[config.mk]
export PLATFORM = sky130hd
export DESIGN_NAME = ex_hazard_ctrl
export DESIGN_NICKNAME = d
export VERILOG_FILES = /design/src/rtl/ex_hazard_ctrl.sv
export SDC_FILE = /design/constraint.sdc
export NUM_CORES = 1
export LEC_CHECK = 0
export CORE_MARGIN = 5
export CORE_UTILIZATION = 40
export DETAILED_ROUTE_END_ITERATION = 7
export GPL_TIMING_DRIVEN = 0
export PLACE_DENSITY = 0.73
export SLEW_MARGIN = 20
export SYNTH_ARGS = -nofsm -noshare
export SYNTH_HDL_FRONTEND = slang
export SYNTH_SLANG_ARGS = --single-unit
[constraint.sdc]
create_clock -name clk -period 4.7 [get_ports clk]
set_input_delay 0.705 -clock clk [delete_from_list [all_inputs] [get_ports clk]]
set_output_delay 0.705 -clock clk [all_outputs]
set_load 0.05 [all_outputs]
[src/rtl/ex_hazard_ctrl.sv]
// rtl/ex_hazard_ctrl.sv - EX-stage hazard controller: load-use stall, multi-cycle MUL, branch flush, forwarding
module ex_hazard_ctrl #(
    parameter int MUL_CYCLES = 4
) (
    input  logic        clk,
    input  logic        reset,
    input  logic        id_valid,
    input  logic [4:0]  id_rs,
    input  logic [4:0]  id_rt,
    input  logic        id_uses_rt,
    input  logic [1:0]  id_aluop,
    input  logic [5:0]  id_funct,
    input  logic        ex_mem_read,
    input  logic        ex_reg_write,
    input  logic [4:0]  ex_rd,
    input  logic        mem_reg_write,
    input  logic [4:0]  mem_rd,
    input  logic        ex_branch_taken,
    output logic        stall_flag,
    output logic        flush_id,
    output logic [1:0]  fwd_a,
    output logic [1:0]  fwd_b,
    output logic        mul_busy,
    output logic [15:0] stall_count
);

    typedef enum logic [1:0] {
        IDLE       = 2'd0,
        MUL_WAIT   = 2'd1,
        LOAD_STALL = 2'd2,
        FLUSH      = 2'd3
    } state_t;

    localparam logic [3:0] MUL_LOAD = 4'(MUL_CYCLES - 1);

    state_t     state;
    state_t     state_next;
    logic [3:0] cnt;
    logic [3:0] cnt_next;
    logic       load_use;
    logic       mul_issue;

    assign load_use = id_valid & ex_mem_read & (ex_rd != 5'd0) &
                      ((ex_rd == id_rs) | (id_uses_rt & (ex_rd == id_rt)));

    assign mul_issue = id_valid & (id_aluop == 2'b10) & (id_funct == 6'b000010) &
                       ~stall_flag & ~ex_branch_taken;

    // Next-state and MUL countdown; the branch input is only looked at from IDLE,
    // so it is naturally ignored while any stall state is active.
    always_comb begin
        state_next = state;
        cnt_next   = cnt;
        case (state)
            IDLE: begin
                if (ex_branch_taken) begin
                    state_next = FLUSH;
                end else if (load_use) begin
                    state_next = LOAD_STALL;
                end else if (mul_issue) begin
                    state_next = MUL_WAIT;
                    cnt_next   = MUL_LOAD;
                end
            end
            MUL_WAIT: begin
                if (cnt <= 4'd1) begin
                    state_next = IDLE;
                    cnt_next   = 4'd0;
                end else begin
                    cnt_next = cnt - 4'd1;
                end
            end
            LOAD_STALL: state_next = IDLE;
            FLUSH:      state_next = IDLE;
            default:    state_next = IDLE;
        endcase
    end

    // State, counter and the registered control outputs decoded from the next state.
    always_ff @(posedge clk or posedge reset) begin
        if (reset) begin
            state      <= IDLE;
            cnt        <= 4'd0;
            stall_flag <= 1'b0;
            flush_id   <= 1'b0;
            mul_busy   <= 1'b0;
        end else begin
            state      <= state_next;
            cnt        <= cnt_next;
            stall_flag <= (state_next == MUL_WAIT) | (state_next == LOAD_STALL);
            flush_id   <= (state_next == FLUSH);
            mul_busy   <= (state_next == MUL_WAIT);
        end
    end

    // Saturating count of cycles spent stalled.
    always_ff @(posedge clk or posedge reset) begin
        if (reset) begin
            stall_count <= 16'd0;
        end else if (stall_flag && (stall_count != 16'hFFFF)) begin
            stall_count <= stall_count + 16'd1;
        end
    end

    // Operand-A forwarding: EX result wins over MEM, r0 never forwarded.
    always_comb begin
        fwd_a = 2'b00;
        if (id_valid) begin
            if (ex_reg_write && (ex_rd != 5'd0) && (ex_rd == id_rs)) begin
                fwd_a = 2'b01;
            end else if (mem_reg_write && (mem_rd != 5'd0) && (mem_rd == id_rs)) begin
                fwd_a = 2'b10;
            end
        end
    end

    // Operand-B forwarding: same rule, only when the instruction actually reads rt.
    always_comb begin
        fwd_b = 2'b00;
        if (id_valid && id_uses_rt) begin
            if (ex_reg_write && (ex_rd != 5'd0) && (ex_rd == id_rt)) begin
                fwd_b = 2'b01;
            end else if (mem_reg_write && (mem_rd != 5'd0) && (mem_rd == id_rt)) begin
                fwd_b = 2'b10;
            end
        end
    end

endmodule

=== Yosys cells after proc, flatten, opt, wreduce, memory -nomap -nowiden ===
Index checks and enable logic that the tools add are counted.

* Register bits: 25
* Bits in latches: 0
* Memory bits (writable): 0
* Memory bits (read-only): 0
* Input port bits: 36
* Output and inout port bits: 23
* Logic and storage cells: 67
* Memories kept: 0

* Add/sub/neg operators: 2
* $mul: 0
* Div/mod/pow operators: 0
* Order comparisons: 1
* Equal/unequal tests: 16
* Shift-type cells: 0
* Multiplexer cells: 16
* Bitwise operators: 12
* Reduce and logical (&&, ||, !) cells: 14

{| class="wikitable"
|+ Operators by type and width
! cell !! number
|-
| $eq A5 B5 Y1 || 4
|-
| $mux W2 || 10
|-
| $add A16 B1 Y16 const B || 1
|-
| $mux W4 || 4
|-
| $ne A16 B16 Y1 const B || 1
|-
| $eq A2 B2 Y1 const B || 5
|-
| $reduce_bool A5 Y1 || 2
|-
| $and A1 B1 Y1 || 8
|-
| $logic_and A1 B1 Y1 || 8
|-
| $pmux W4 S2 || 1
|-
| $eq A6 B2 Y1 const B || 1
|-
| $ne A2 B2 Y1 const B || 3
|-
| $pmux W2 S3 || 1
|-
| $eq A2 B1 Y1 const B || 2
|-
| $le A4 B1 Y1 const B || 1
|-
| $reduce_and A4 Y1 || 1
|-
| $sub A4 B1 Y4 const B || 1
|-
| $logic_not A2 Y1 || 1
|-
| $not A1 Y1 || 2
|-
| $or A1 B1 Y1 || 2
|-
| $reduce_bool A2 Y1 || 1
|-
| $reduce_or A2 Y1 || 1
|}

=== Logic depth before layout (Yosys ltp) ===
* Word-level depth: 11
* Gate-level depth with buffers: 9
* Gate-level depth less buffers: 9

=== Worst setup path before layout ===
OpenSTA, ideal clock, no wires.

* Path kind: input to output
* Start: input ex_rd[1]
* End: output fwd_a[1]
* Arrival time: 2666 ps
* Data required time: 3995 ps
* Setup slack: 1329 ps
* Stages: 3
* Buffers on the path: 0
* Path through: or4_1 -> o21a_1 -> a211oi_1

* Word-level cells in the longest chain between the ends: 5
* Elaborated cells between the ends (all ways): 6
* Those cells by class: 1 x eq/ne; 2 x mux; 3 x reduce/logical

{| class="wikitable"
|+ RTL lines
! item !! RTL line !! source
|-
| start: declaration || 15 || <nowiki>input logic [4:0] ex_rd,</nowiki>
|-
| $reduce_bool A5 Y1 || 109 || <nowiki>if (ex_reg_write && (ex_rd != 5'd0) && (ex_rd == id_rs)) begin</nowiki>
|-
| $logic_and A1 B1 Y1 || 109 ||
|-
| $logic_and A1 B1 Y1 (*) || 109 ||
|-
| $mux W2 (*) || 109 ||
|-
| $mux W2 (*) || 108 || <nowiki>if (id_valid) begin</nowiki>
|-
| end: declaration || 21 || <nowiki>output logic [1:0] fwd_a,</nowiki>
|}

Mark *: on every way between the ends. The rest lies on a longest branch, timed or not.

=== Worst setup path after layout ===
* Start: input ex_rd[1]
* End: output fwd_b[1]

* Word-level cells in the longest chain between the ends: 5
* Elaborated cells between the ends (all ways): 6
* Those cells by class: 1 x eq/ne; 2 x mux; 3 x reduce/logical

{| class="wikitable"
|+ RTL lines
! item !! RTL line !! source
|-
| $reduce_bool A5 Y1 || 121 || <nowiki>if (ex_reg_write && (ex_rd != 5'd0) && (ex_rd == id_rt)) begin</nowiki>
|-
| $logic_and A1 B1 Y1 || 121 ||
|-
| $logic_and A1 B1 Y1 (*) || 121 ||
|-
| $mux W2 (*) || 121 ||
|-
| $mux W2 (*) || 120 || <nowiki>if (id_valid && id_uses_rt) begin</nowiki>
|-
| end: declaration || 22 || <nowiki>output logic [1:0] fwd_b,</nowiki>
|}

Marks and branches as above.

==> impl_metrics.json <==
{
  "status": "finished, final reports clean",
  "powerDensity_nw_per_um2": 441,
  "drt_iter0_markers": 54,
  "clk_pin_slew_ns": 0.08,
  "post_drt_wl_per_cell_um": 13.8,
  "finalClockSkew_ns": 0.00317,
  "vias": 1425,
  "root_buffer": "clkbuf_8",
  "ys_seq_elements": 25,
  "die_width_um": 72.9,
  "critPathKind": "input port to primary output",
  "yosysTopAreaCellShare_pct": 39.5,
  "grtUsageTotal_pct": 14.6,
  "numPortBuffers": 58,
  "grt_pass1_vias": 1398,
  "finalMaxSlewViolations": 0,
  "gp_congestion": 0.861,
  "numClockSinks": 25,
  "max_slew_margin_pct": 39.9,
  "n_antenna_cell": 0,
  "cts_setup_buffers": 0,
  "final_common_cell": "clkdlybuf4s50_1",
  "drive_gt1_share_pct": 4.52,
  "endpoint_kind": "primary output",
  "synthMuxAreaShare_pct": 0.949,
  "ys_warn_count": 0,
  "grt_start_max_net_pins": 26,
  "maxCapViolCount": 0,
  "finalCriticalPeriod_ns": 3.82,
  "synth.distinct_cells": 34,
  "tns_ns": 0,
  "leakage_nw": 0.946,
  "cts_inserted_buffers": 3,
  "rsz0062_at_grt": "no",
  "coreArea_sq_um": 3740,
  "grt_overflow_total": 0,
  "die_area_sq_um": 5320,
  "peakVddDrop_mv": 0.250,
  "max_freq_ghz": 0.262,
  "final_cell_mix": "58 x clkdlybuf4s50_1, 25 x dfrtp_1, 18 x xnor2_1, 18 x xor2_1, 11 x nand3_1",
  "synth_enable_flop_cells": 0,
  "synthAdderAreaFrac_pct": 3.95,
  "start_util_pct": 42.3,
  "cts_tree": "yes",
  "crit_fanout": 4,
  "required_ns": 3.99,
  "synthTopCellsByArea": "dfrtp_1 40%, xnor2_1 10%, xor2_1 10%, ha_1 4.0%, nand3_1 3.5%",
  "ys_seq_area_share_pct": 39.5,
  "grt_pass1_wl_um": 6230,
  "drc_errors": 0,
  "synthCells": 159,
  "worst_pin_slew_ns": 0.896,
  "post_cts_resized": 0,
  "finalHoldWorstSlack_ns": 0.523,
  "postRouteAntennaNets": 0,
  "synthFlopType": "dfrtp_1",
  "synth-compound-area-share_pct": 12.3,
  "synth_area_leader_cell": "dfrtp_1",
  "async_flop_share_pct": 100,
  "startpoint_type": "input port",
  "final_util_pct": 60.6,
  "hold_buffers": 0,
  "fin_crit_sh_pct": 81.2,
  "synth_top_family_by_area": "simple AND/OR/NAND/NOR gates",
  "dp_hpwl_um": 3070,
  "die_y_um": 72.9,
  "antenna_found_initial": 0,
  "drt_wl_total_um": 3710,
  "nets": 263,
  "worstPathArrival_ns": 3.11,
  "area_growth_pct": 43.3,
  "netlist_area_sq_um": 1580,
  "synth_xor_area_share_pct": 19.9,
  "ios": 59,
  "rows": 22,
  "htreeDepth": 1,
  "setup_viol": 0,
  "vias_per_cell": 5.30,
  "hold_viol": 0,
  "hp-class": "register to register",
  "synthSimpleGateAreaFrac_pct": 21.4,
  "insertion_delay_ns": 0.26,
  "avgSynthCellArea_sq_um": 9.95,
  "dr.pass1.iters": 4,
  "cts_buffer_depth": 2,
  "syn-num-nets": 200
}
==> per-layer routing <==
| layer | up-vias | global-route usage [%] | share of wire (%) |
|---|---|---|---|
| li1 | 703 | - | - |
| met1 | 661 | 17.2 | 41 |
| met2 | 53 | 25.1 | 48 |
| met3 | 8 | 3.72 | 8.6 |
| met4 | 0 | 6.35 | 2.4 |
| met5 | - | 0 | 0 |
==> worst max-delay path, cell delays in order <==
cell             delay, ns
clkdlybuf4s50_1       0.47
or4_1                 0.57
o21a_1                0.23
a211oi_1              0.27
clkdlybuf4s50_1       0.86
==> layout make-up <==
| cell class | count | area [sq um] |
|---|---|---|
| tap | 48 | 60.1 |
| timing repair buffer | 58 | 581 |
| multi-input combinational | 126 | 927 |
| fill | 354 | 1480 |
| clock buffer | 4 | 45.0 |
| inverter | 8 | 30.0 |
| sequential | 25 | 626 |
==> Yosys cell counts, drive strengths merged (3+ instances only) <==
cell type  count
nor4           3
nor2           9
nand4          6
ha             5
dfrtp         25
a21oi          4
inv            8
o21a           3
xor2          18
xnor2         18
a31oi          3
nand2          6
nand3         11
o21ai          9
nor3           8
==> kinds of logic after synthesis <==
| logic type | count (synthesis) |
|---|---|
| AND/OR/NAND/NOR | 56 |
| adder cells (fa/ha/maj) | 5 |
| flip-flops | 25 |
| buffers and inverters | 8 |
| XOR/XNOR | 36 |
| multiplexers | 1 |
| AO/OA/AOI/OAI | 28 |
==> final timing paths <==
path | from | to | slack, ns | depth (start not counted)
setup / recovery | ex_rd[1] | fwd_b[1] | 0.88 | 5
setup reg to reg | cnt[0] | stall_flag | 2.61 | 9
min in group asynchronous | reset | state[0] | 0.82 | 2
hold reg to reg | stall_count[12] | stall_count[12] | 0.52 | 1
max in group asynchronous | reset | cnt[3] | 3.46 | 2
hold / removal | stall_count[12] | stall_count[12] | 0.52 | 1
==> sequential cells by signal (all words and copies together) (netlist names) <==
signal and count:
cnt 4, stall_flag 1, stall_count 16, state 2
mul_busy 1, flush_id 1
==> where the power goes <==
group          internal [W]  leakage, nW  switching, W  total, W
Combinational      0.000211        0.600      0.000305  0.000517
Clock             0.0000606       0.0228     0.0000669  0.000127
Sequential         0.000278        0.323     0.0000791  0.000357
==> stage by stage <==
stage	cell area [sq um]	setup slack, ns	total power (W)	instances
floorplan	1580	1.33	0.000704	159
global placement	2220	0.925	0.000875	265
detailed placement	2220	0.917	0.000880	265
CTS	2270	0.897	0.00101	269
global route	2270	0.781	0.00107	269
finish	2270	0.884	0.00100	269
(Power assumes the default switching activity.)
